### src/rtl/pixel_data.sv
// rtl/pixel_data.sv - DEPTH-entry circular byte ring between the SPI loader and the network reader.
// Optional shift position counter and wrap pulse under PIXEL_DATA_POSITION_EN.
module pixel_data #(
   parameter int DEPTH = 72,
   parameter int WIDTH = 8
) (
   input  logic                     clk,
   input  logic                     n_rst,
   input  logic                     shift_SPI,
   input  logic                     shift_network,
   input  logic                     write_en,
   input  logic [WIDTH-1:0]         spi_in,
   output logic [WIDTH-1:0]         pixel_data_1,
   output logic [WIDTH-1:0]         pixel_data_2
`ifdef PIXEL_DATA_POSITION_EN
   ,
   output logic [$clog2(DEPTH)-1:0] position,
   output logic                     wrap
`endif
);

   logic             shift;
   logic [WIDTH-1:0] mem_q [DEPTH];
   logic [WIDTH-1:0] mem_d [DEPTH];

   // Both strobes together still advance the ring by a single entry.
   assign shift = shift_SPI | shift_network;

   always_comb begin
      for (int i = 0; i < DEPTH - 1; i++) begin
         mem_d[i] = shift ? mem_q[i+1] : mem_q[i];
      end
      mem_d[DEPTH-1] = mem_q[DEPTH-1];
      if (shift) begin
         mem_d[DEPTH-1] = write_en ? spi_in : mem_q[0];
      end
   end

   always_ff @(posedge clk or negedge n_rst) begin
      if (!n_rst) begin
         for (int i = 0; i < DEPTH; i++) begin
            mem_q[i] <= '0;
         end
      end else begin
         for (int i = 0; i < DEPTH; i++) begin
            mem_q[i] <= mem_d[i];
         end
      end
   end

   assign pixel_data_1 = mem_q[1];
   assign pixel_data_2 = mem_q[0];

`ifdef PIXEL_DATA_POSITION_EN
   localparam int PW = $clog2(DEPTH);

   logic [PW-1:0] position_q, position_d;
   logic          wrap_q, wrap_d;
   logic          at_last;

   assign at_last = (position_q == PW'(DEPTH - 1));

   always_comb begin
      position_d = position_q;
      wrap_d     = 1'b0;
      if (shift) begin
         position_d = at_last ? '0 : position_q + PW'(1);
         wrap_d     = at_last;
      end
   end

   always_ff @(posedge clk or negedge n_rst) begin
      if (!n_rst) begin
         position_q <= '0;
         wrap_q     <= 1'b0;
      end else begin
         position_q <= position_d;
         wrap_q     <= wrap_d;
      end
   end

   assign position = position_q;
   assign wrap     = wrap_q;
`endif

endmodule

### config.mk
export PLATFORM = sky130hd
export DESIGN_NAME = pixel_data
export DESIGN_NICKNAME = d
export VERILOG_FILES = /design/src/rtl/pixel_data.sv
export SDC_FILE = /design/constraint.sdc
export NUM_CORES = 1
export LEC_CHECK = 0
export ABC_CLOCK_PERIOD_IN_PS = 1910
export BUFFER_PORTS_ARGS = -buffer_cell sky130_fd_sc_hd__buf_2
export CAP_MARGIN = 20
export CORE_UTILIZATION = 64
export CTS_BUF_LIST = sky130_fd_sc_hd__clkbuf_8
export CTS_CLUSTER_DIAMETER = 150
export CTS_CLUSTER_SIZE = 10
export DETAILED_ROUTE_END_ITERATION = 16
export HOLD_SLACK_MARGIN = 0.05
export PLACE_DENSITY_LB_ADDON = 0.25
export SYNTH_ARGS = -nofsm -noshare
export SYNTH_HDL_FRONTEND = slang
export SYNTH_SLANG_ARGS = --single-unit
### constraint.sdc
create_clock -name clk -period 1.91 [get_ports clk]
set_input_delay 0.2865 -clock clk [delete_from_list [all_inputs] [get_ports clk]]
set_output_delay 0.2865 -clock clk [all_outputs]
set_load 0.1 [all_outputs]
==> results of run 1 <==
-- cell type report --
type                       instances  area [µm²]  area share
sequential                       576       14400       0.566
tap                              468         586      0.0230
clock inverter                     7        76.3     0.00300
timing repair buffer              94        1010      0.0395
multi-input combinational        594        8450       0.332
clock buffer                      68         936      0.0368
-- logic make-up after synthesis --
kind of cell,Yosys count,synth area share
muxes,576,0.349
AOI/OAI and AO/OA,8,0.00167
buffers and inverters,82,0.0440
DFF,576,0.603
and+or+nand+nor,10,0.00209
-- routing by layer --
metal  vias up  wire length (µm)  global-route usage
met5         -                 0                   0
met4         0               868              0.0668
met3        66               845              0.0325
met2       106             14300               0.256
met1      5221             15800               0.270
li1       4468                 -                   -
-- worst register-to-register path, delay by kind of cell (launching register included) --
kind	cells	cell delay, ns
multiplexers	1	0.20
flip-flops	1	0.40
AO/OA/AOI/OAI	1	0.11
-- sequential cells by signal (all words and copies together), names as in the netlist --
signal	count
pixel_data_2	8
mem_q	560
pixel_data_1	8
-- stage by stage --
step | setup slack (ns) | util
3_3_place_gp | 0.239 | 0.664
5_1_grt | 0.111 | 0.694
4_1_cts | 0.125 | 0.694
3_5_place_dp | 0.197 | 0.664
6_report | 0.175 | 0.694
2_1_floorplan | 0.388 | -
-- layout by cell type (no fill, tap or decap), drive strengths merged --
master	instances
a21oi	8
buf	85
bufinv	1
clkbuf	68
clkinvlp	5
dfrtp	576
dlygate4sd3	9
inv	1
mux2	568
mux2i	8
nor2	1
nor3	8
or2	1
-- power groups by stage --
stage	clock [W]	sequential [W]	combinational (W)
floorplan	0	0.0163	0.00474
global placement	0	0.0168	0.00517
detailed placement	0	0.0169	0.00534
CTS	0.00756	0.0168	0.00541
global route	0.00802	0.0171	0.00577
finish	0.00725	0.0167	0.00534
-- repair_timing --
action | 4_1_cts | 5_1_grt
buffers inserted | 0 | 0
hold endpoints to repair | 469 | 0
resized for setup | 0 | 0
hold buffers | 9 | 0
-- worst max path at each step --
stage	startpoint	endpoint	slack, ns	depth (start not counted)
floorplan	shift_SPI	mem_q[100]$_DFFE_PN0P_	0.39	6
global placement	shift_network	mem_q[174]$_DFFE_PN0P_	0.24	5
detailed placement	shift_network	mem_q[142]$_DFFE_PN0P_	0.20	5
CTS	pixel_data_2[2]$_DFFE_PN0P_	pixel_data_2[2]	0.12	1
global route	pixel_data_2[2]$_DFFE_PN0P_	pixel_data_2[2]	0.11	1
finish	pixel_data_2[2]$_DFFE_PN0P_	pixel_data_2[2]	0.17	1
==> run summary, run 1 <==
Hold Path Cell Cnt: 3
share of cells above drive strength 1: 0.544
Residual DRC: 0
WHS: 0.106 ns
CP Max Fanout: 3
EDFF count, synth: 0
Worst-path clk slew: 0.07 ns
Synth area leader: dfrtp_1
design area: 25500 µm²
core area: 36700 µm²
CTS Buffer Depth: 3
RSZ-0062 raised after global routing: false
Seq cells post-synth: 576
Setup violations, final: 0
setup_tns: 0 ns
CTS buffer count: 67
Die ar.: 38100 µm²
Die W: 195 µm
initial antenna violation count: 0
r2r startpoint: pixel_data_2[6]$_DFFE_PN0P_
worst slew pin tran: 0.489 ns
clock group share of total power: 0.247
Pleak: 13.5 nW
GRT Total Usage: 0.177
Hold Crit Start: shift_SPI
r2r worst-path depth: 2
PwrDens: 1150 nW/µm²
placed cell areas: 24400 µm²
P_int: 0.0224 W
CP endpoint kind: output pin
routed vias: 9861
io pins: 29
First-pass DRT Iterations: 4
HPWL Detailed: 18300 µm
DRT iter0 DRCs: 407
Final min period: 1.74 ns
clock skew: 0.0174 ns
Layout area overhead: 6.51%
Area contributors post-synth: dfrtp_1 (60%), mux2_4 (31%), buf_8 (3.2%)
Overflow after GRT: 0
CP Buf/Inv Count: 1
crit path DAT: 1.45 ns
Unique masters post-synth: 14
total power: 0.0293 W
synthesized cell area: 23900 µm²
drt total wl: 31800 µm
Reg2Reg Setup Slack: 1.08 ns
Psw: 0.00693 W
net count after synthesis: 1265
Fill cells: 2291
CP top delay family: buffers and inverters
register area share after synthesis: 0.603
switching share of power: 0.236
top post-synthesis cells by count: dfrtp_1 (576), mux2_4 (500), mux2_2 (68), buf_8 (51), buf_4 (16)
slowest cell delay on critical path: 0.45 ns
IO buf count: 28
DIE HEIGHT: 195 µm
largest net degree at the start of global routing: 76
Layout Cells excl Fill: 1807
Synth Warn #: 0
CTS H-tree lvls: 3
reg2reg end: mem_q[6]$_DFFE_PN0P_
worst min path class: primary input to flip-flop
Final period util: 0.908
row cnt: 70
logic gate share of total power: 0.182
placed cells: 1723
CTS tree: built
# nets final: 1346
GP Congestion: 0.749
fin. max-slew vios: 0
Max Fclk: 576 MHz
Relative slew margins: 0.676
Cells after Synth: 1252
Antenna Nets Post-Route: 0
maxcap violations: 0
crit start category: flip-flop
CP max-delay cell: buf_2
drt wl/cell: 17.6 µm
vias in the first global route: 11046
Post-synth top flop: dfrtp_1
clock latency on the worst-skew pair: 0.59 ns
initial core utilization: 0.651
area share of the largest cell type after synthesis: 0.603
critical path type: flip-flop to output pin
ant diodes: 0
Via density: 5.46
global-route wire length before repair: 56100 µm
Peak supply drop: 0.837 mV
root buf cell: clkbuf_8
Syn Area/Cell: 19.1 µm²
clk sinks: 576
FFs w/ async S/R, synth: 1.00
critical path required time: 1.62 ns
most common cell in the netlist: dfrtp_1
worst-path cell chain: buf_2
status: complete, no violations
final hold vios: 0
Flop pwr share: 0.571
Hold EP: mem_q[4]$_DFFE_PN0P_
(Power assumes the default switching activity.)
==> run 2, diff against run 1 <==
CORE_UTILIZATION = 45   (was 64)
==> run 2 against run 1 <==
Combinational power fell by 0.9%. First-iteration DRC count fell by 0.74%. Sequential power hardly changed. Largest cell class unchanged. Power is 0.14% higher. Design area rose by 1.4%. Sequential share of layout area decreased by 0.80 points. Clock power up 2%. Via count grew 0.28%. Die area rose by 42%.
==> run summary, run 2 (synthesis gave the netlist of run 1 again) <==
CP max-delay cell: buf_2
initial antenna violation count: 1 (+1)
HPWL Detailed: 17700 µm (-3.3%)
Final min period: 1.80 ns (+0.0689 ns)
IO buf count: 28 (unchanged)
max reg flops: 560 (unchanged)
worst slew pin tran: 0.556 ns (+0.0671 ns)
maxcap violations: 0 (unchanged)
clock latency on the worst-skew pair: 0.62 ns (+0.03 ns)
WHS: 0.222 ns (+0.117 ns)
share of cells above drive strength 1: 0.541 (-0.00392)
drt total wl: 31900 µm (+0.37%)
CP top delay family: buffers and inverters
GP Congestion: 0.707 (-5.5%)
Peak supply drop: 0.691 mV (-17%)
most frequent cells in the layout: dfrtp_1 (576), mux2_4 (500), clkbuf_8 (69)
Max Fclk: 554 MHz (-3.8%)
Relative slew margins: 0.629 (-0.0470)
drt wl/cell: 15.7 µm (-11%)
worst-path cell chain: buf_2
worst min path class: primary input to asynchronous set/reset pin
Worst-path clk slew: 0.07 ns (about the same)
placed cell areas: 24600 µm² (+1.1%)
global-route wire length before repair: 56800 µm (+1.1%)
CTS buffer count: 67 (unchanged)
io pins: 29 (unchanged)
CTS tree: built
DRT iter0 DRCs: 404 (-0.74%)
crit path DAT: 1.52 ns (+0.07 ns)
fin. max-slew vios: 0 (unchanged)
Top reg by flops: mem_q
CP endpoint kind: output pin
Die W: 232 µm (+19%)
GRT Total Usage: 0.126 (-0.0510)
status: complete, no violations
Overflow after GRT: 0 (unchanged)
DIE HEIGHT: 232 µm (+19%)
row cnt: 84 (+20%)
Residual DRC: 0 (unchanged)
root buf cell: clkbuf_8
Pleak: 13.5 nW (+0.35%)
Die ar.: 54100 µm² (+42%)
First-pass DRT Iterations: 4 (unchanged)
slowest cell delay on critical path: 0.46 ns (about the same)
Setup violations, final: 0 (unchanged)
CP Buf/Inv Count: 1 (unchanged)
critical path type: flip-flop to output pin
design area: 25800 µm² (+1.4%)
clock skew: 0.0211 ns (+0.00377 ns)
total power: 0.0294 W (+0.14%)
final hold vios: 0 (unchanged)
# nets final: 1352 (+0.45%)
setup_tns: 0 ns (unchanged)
final setup margin: 0.106 ns (-0.0689 ns)
Setup WS pre-CTS: 0.167 ns (-0.0292 ns)
commonest non-fill, non-tap cell in the layout: dfrtp_1
Final period util: 0.944 (+0.0361)
routed vias: 9889 (+0.28%)
CTS H-tree lvls: 3 (unchanged)
core area: 52600 µm² (+43%)
vias in the first global route: 11092 (+0.42%)
RSZ-0062 raised after global routing: false
PwrDens: 1140 nW/µm² (-1.3%)
Antenna Nets Post-Route: 0 (unchanged)
largest net degree at the start of global routing: 72 (-5.3%)
crit start category: flip-flop
Layout area overhead: 8.02%
initial core utilization: 0.455 (-0.197)
clk sinks: 576 (unchanged)
Fill cells: 4358 (+90%)
critical path required time: 1.62 ns (about the same)
Via density: 4.86 (-11%)
CTS Buffer Depth: 3 (unchanged)
CP Max Fanout: 3 (unchanged)
[run 2: layer usage]
| layer | vias to the layer above | GRT usage | wire, µm |
|---|---|---|---|
| li1 | 4490 | - | - |
| met1 | 5268 | 0.186 | 16300 |
| met2 | 78 | 0.180 | 14000 |
| met3 | 53 | 0.0326 | 954 |
| met4 | 0 | 0.0435 | 651 |
| met5 | - | 0 | 0 |
[run 2: report_power, final]
part	leakage (nW)	internal [W]	switching, W
combinational	5.42	0.00399	0.00130
clock	0.520	0.00339	0.00402
sequential	7.59	0.0151	0.00160
total	13.5	0.0225	0.00692
[run 2: layout make-up]
class	instances	area, µm²	share of cell area
Multi-Input combinational cell	594	8450	0.327
Sequential cell	576	14400	0.558
Timing Repair Buffer	100	1080	0.0420
Clock buffer	69	950	0.0368
Clock inverter	6	70.1	0.00271
Antenna cell	1	2.50	0.0000969
Tap cell	688	861	0.0333
[run 2: timing repair]
action / in CTS / in global routing
hold endpoints to repair: 166 / 0
hold buffers: 17 / 0
gates resized for setup: 0 / 0
buffers inserted: 0 / 0
[run 2: final timing paths]
kind                                        startpoint                endpoint  slack, ns  depth (start not counted)
max in group asynchronous                        n_rst  mem_q[209]$_DFFE_PN0P_       0.89                          3
hold / removal                                   n_rst  mem_q[482]$_DFFE_PN0P_       0.22                          2
setup reg to reg           pixel_data_2[3]$_DFFE_PN0P_    mem_q[3]$_DFFE_PN0P_       0.53                          3
setup / recovery           pixel_data_1[2]$_DFFE_PN0P_         pixel_data_1[2]       0.11                          1
hold reg to reg                 mem_q[359]$_DFFE_PN0P_  mem_q[367]$_DFFE_PN0P_       0.50                          1
min in group clk                             shift_SPI   mem_q[31]$_DFFE_PN0P_       0.30                          4
[run 2: through the flow]
| step | instances | util |
|---|---|---|
| final | 2034 | 0.491 |
| after global routing | 2034 | 0.491 |
| after CTS | 2033 | 0.491 |
| after detailed placement | 1941 | 0.469 |
| after global placement | 1941 | 0.469 |
| after floorplan | 1252 | - |
==> run 3, diff against run 2 <==
ABC_AREA = 1   (was not set)
==> run 3 against run 2 <==
Combinational power down 63%. Highest routed layer unchanged. First-iteration DRC count up 120%. Routed wire length up 17%.
==> run summary, run 3 <==
initial antenna violation count: 0 (-1)
CTS Buffer Depth: 3 (unchanged)
Layout Cells excl Fill: 3114 (+53%)
top post-synthesis cells by count: nand2_1 (1752), dfrtp_1 (576), buf_2 (115), buf_4 (21), clkbuf_1 (4)
Final min period: 1.80 ns (-0.00360 ns)
commonest non-fill, non-tap cell in the layout: nand2_1
net count after synthesis: 2487 (+97%)
Cells after Synth: 2474 (+98%)
DIE HEIGHT: 222 µm (-4.5%)
Residual DRC: 0 (unchanged)
DRT iter0 DRCs: 903 (+120%)
slowest cell delay on critical path: 0.46 ns (about the same)
CP max-delay cell: buf_2
status: complete, no violations
P_int: 0.0175 W (-22%)
FFs w/ async S/R, synth: 1.00 (unchanged)
setup_tns: 0 ns (unchanged)
routed vias: 14673 (+48%)
row cnt: 80 (-4.8%)
drt wl/cell: 12.0 µm (-24%)
Overflow after GRT: 0 (unchanged)
GRT Total Usage: 0.161 (+0.0346)
Via density: 4.71 (-3.1%)
final hold vios: 0 (unchanged)
Flop pwr share: 0.601 (+0.033)
worst-path cell chain: buf_2
Unique masters post-synth: 9 (-5)
Setup Fix Bufs, Post-CTS: 0 (unchanged)
PwrDens: 979 nW/µm² (-14%)
root buf cell: clkbuf_8
total power: 0.0234 W (-20%)
multi-input logic area: 6590 µm² (-22%)
Worst-path clk slew: 0.07 ns (about the same)
Psw: 0.00592 W (-14%)
maxcap violations: 0 (unchanged)
CTS tree: built
most common cell in the netlist: nand2_1
CP top delay family: buffers and inverters
vias in the first global route: 14797 (+33%)
First-pass DRT Iterations: 5 (+1)
synthesized cell area: 21800 µm² (-8.9%)
max reg flops: 560 (unchanged)
Die ar.: 49300 µm² (-8.9%)
worst min path class: primary input to asynchronous set/reset pin
placed cell areas: 22700 µm² (-7.7%)
clock skew: 0.0285 ns (+0.00735 ns)
clk sinks: 576 (unchanged)
CP Max Fanout: 3 (unchanged)
clock latency on the worst-skew pair: 0.63 ns (about the same)
area share of the largest cell type after synthesis: 0.662 (+0.0593)
Final period util: 0.943 (-0.00189)
CTS H-tree lvls: 3 (unchanged)
largest net degree at the start of global routing: 109 (+51%)
share of cells above drive strength 1: 0.0608 (-0.480)
Reg2Reg Setup Slack: 1.11 ns (+0.58 ns)
post-layout util: 0.501 (+0.00936)
register area share after synthesis: 0.662 (+0.0593)
Seq cells post-synth: 576 (unchanged)
clock group share of total power: 0.315 (+0.063)
Relative slew margins: 0.675 (+0.0460)
Die W: 222 µm (-4.5%)
HPWL Detailed: 20700 µm (+17%)
worst slew pin tran: 0.491 ns (-0.0656 ns)
Pleak: 13.8 nW (+2.1%)
Layout area overhead: 9.85%
Critical Path End: pixel_data_1[4]
design area: 23900 µm² (-7.4%)
critical path type: flip-flop to output pin
fin. max-slew vios: 0 (unchanged)
Syn Area/Cell: 8.80 µm² (-54%)
Max Fclk: 555 MHz (+0.20%)
global-route wire length before repair: 67700 µm (+19%)
crit path DAT: 1.51 ns (about the same)
io pins: 29 (unchanged)
reg2reg end: mem_q[6]$_DFFE_PN0P_
RSZ-0062 raised after global routing: false
CP endpoint kind: output pin
initial core utilization: 0.456 (+0.000970)
Peak supply drop: 0.541 mV (-22%)
most frequent cells in the layout: nand2_1 (1752), dfrtp_1 (576), clkbuf_8 (68)
switching share of power: 0.253 (+0.0173)
r2r startpoint: pixel_data_2[6]$_DFFE_PN0P_
logic gate share of total power: 0.084 (-0.096)
EDFF count, synth: 0 (unchanged)
placed cells: 3021 (+56%)
crit path from: pixel_data_1[4]$_DFFE_PN0P_
Setup violations, final: 0 (unchanged)
Synth Warn #: 0 (unchanged)
# nets final: 2505 (+85%)
Fill cells: 4403 (+1.0%)
drt total wl: 37400 µm (+17%)
critical path required time: 1.62 ns (about the same)
Top reg by flops: mem_q
Antenna Nets Post-Route: 0 (unchanged)
GP Congestion: 0.761 (+7.7%)
IO buf count: 28 (unchanged)
Post-synth top flop: dfrtp_1
r2r worst-path depth: 4 (+1)
Synth area leader: dfrtp_1
Levels on crit path: 1 (unchanged)
CTS buffer count: 67 (unchanged)
register area: 14400 µm² (unchanged)
core area: 47700 µm² (-9.1%)
crit start category: flip-flop
CP Buf/Inv Count: 1 (unchanged)
Area contributors post-synth: dfrtp_1 (66%), nand2_1 (30%), buf_2 (2.6%)
[run 3: cell count changes after synthesis, sizes merged]
cell,change
buf,+57
nand2,+1752
mux2i,-8
mux2,-568
a21oi,-8
inv,+2
nor3,-8
clkbuf,+4
or2,-1
[run 3: layout make-up]
cell class,instances,share of cell area
clock inverter,7,0.00319
clock buffer,68,0.0391
multi-input combinational,1753,0.275
inverter,2,0.000628
timing repair buffer,92,0.0465
sequential,576,0.603
antenna,1,0.000105
tap,615,0.0322
[run 3: worst min path at each step]
stage	start	slack (ns)	cells past startpoint	to
floorplan	n_rst	-0.009	0	mem_q[0]$_DFFE_PN0P_
global placement	n_rst	0.20	1	mem_q[531]$_DFFE_PN0P_
detailed placement	n_rst	0.20	1	mem_q[531]$_DFFE_PN0P_
CTS	shift_SPI	0.09	5	mem_q[461]$_DFFE_PN0P_
global route	shift_SPI	0.12	5	mem_q[461]$_DFFE_PN0P_
finish	n_rst	0.15	2	mem_q[531]$_DFFE_PN0P_
[run 3: kinds of logic after synthesis]
group         Yosys count  share of synthesized area
simple gates         1753                      0.303
flops                 576                      0.662
buf+inv               145                     0.0352
[run 3: power groups by stage]
stage | Sequential (W) | Combinational, W | Clock [W]
floorplan | 0.0141 | 0.00132 | 0
finish | 0.0141 | 0.00196 | 0.00737
global placement | 0.0143 | 0.00192 | 0
CTS | 0.0141 | 0.00203 | 0.00774
global route | 0.0142 | 0.00233 | 0.00818
detailed placement | 0.0143 | 0.00199 | 0
[run 3: stage by stage]
step	hold WS (ns)	setup slack, ns
after floorplan	-0.00909	0.847
after global placement	0.203	0.337
after detailed placement	0.204	0.306
after CTS	0.0887	0.0650
after global routing	0.119	0.0382
final	0.149	0.110
[run 3: repair_timing]
| action | CTS | global route |
|---|---|---|
| gates resized for setup | 0 | 0 |
| hold buffers | 17 | 0 |
| hold endpoints to repair | 383 | 0 |
[run 3: metal layers]
metal / part of all wire / global-route usage / vias to the layer above
met5: 0 / 0 / -
met1: 0.50 / 0.219 / 7083
li1: - / - / 7368
met2: 0.45 / 0.258 / 147
met4: 0.023 / 0.0544 / 0
met3: 0.031 / 0.0337 / 75
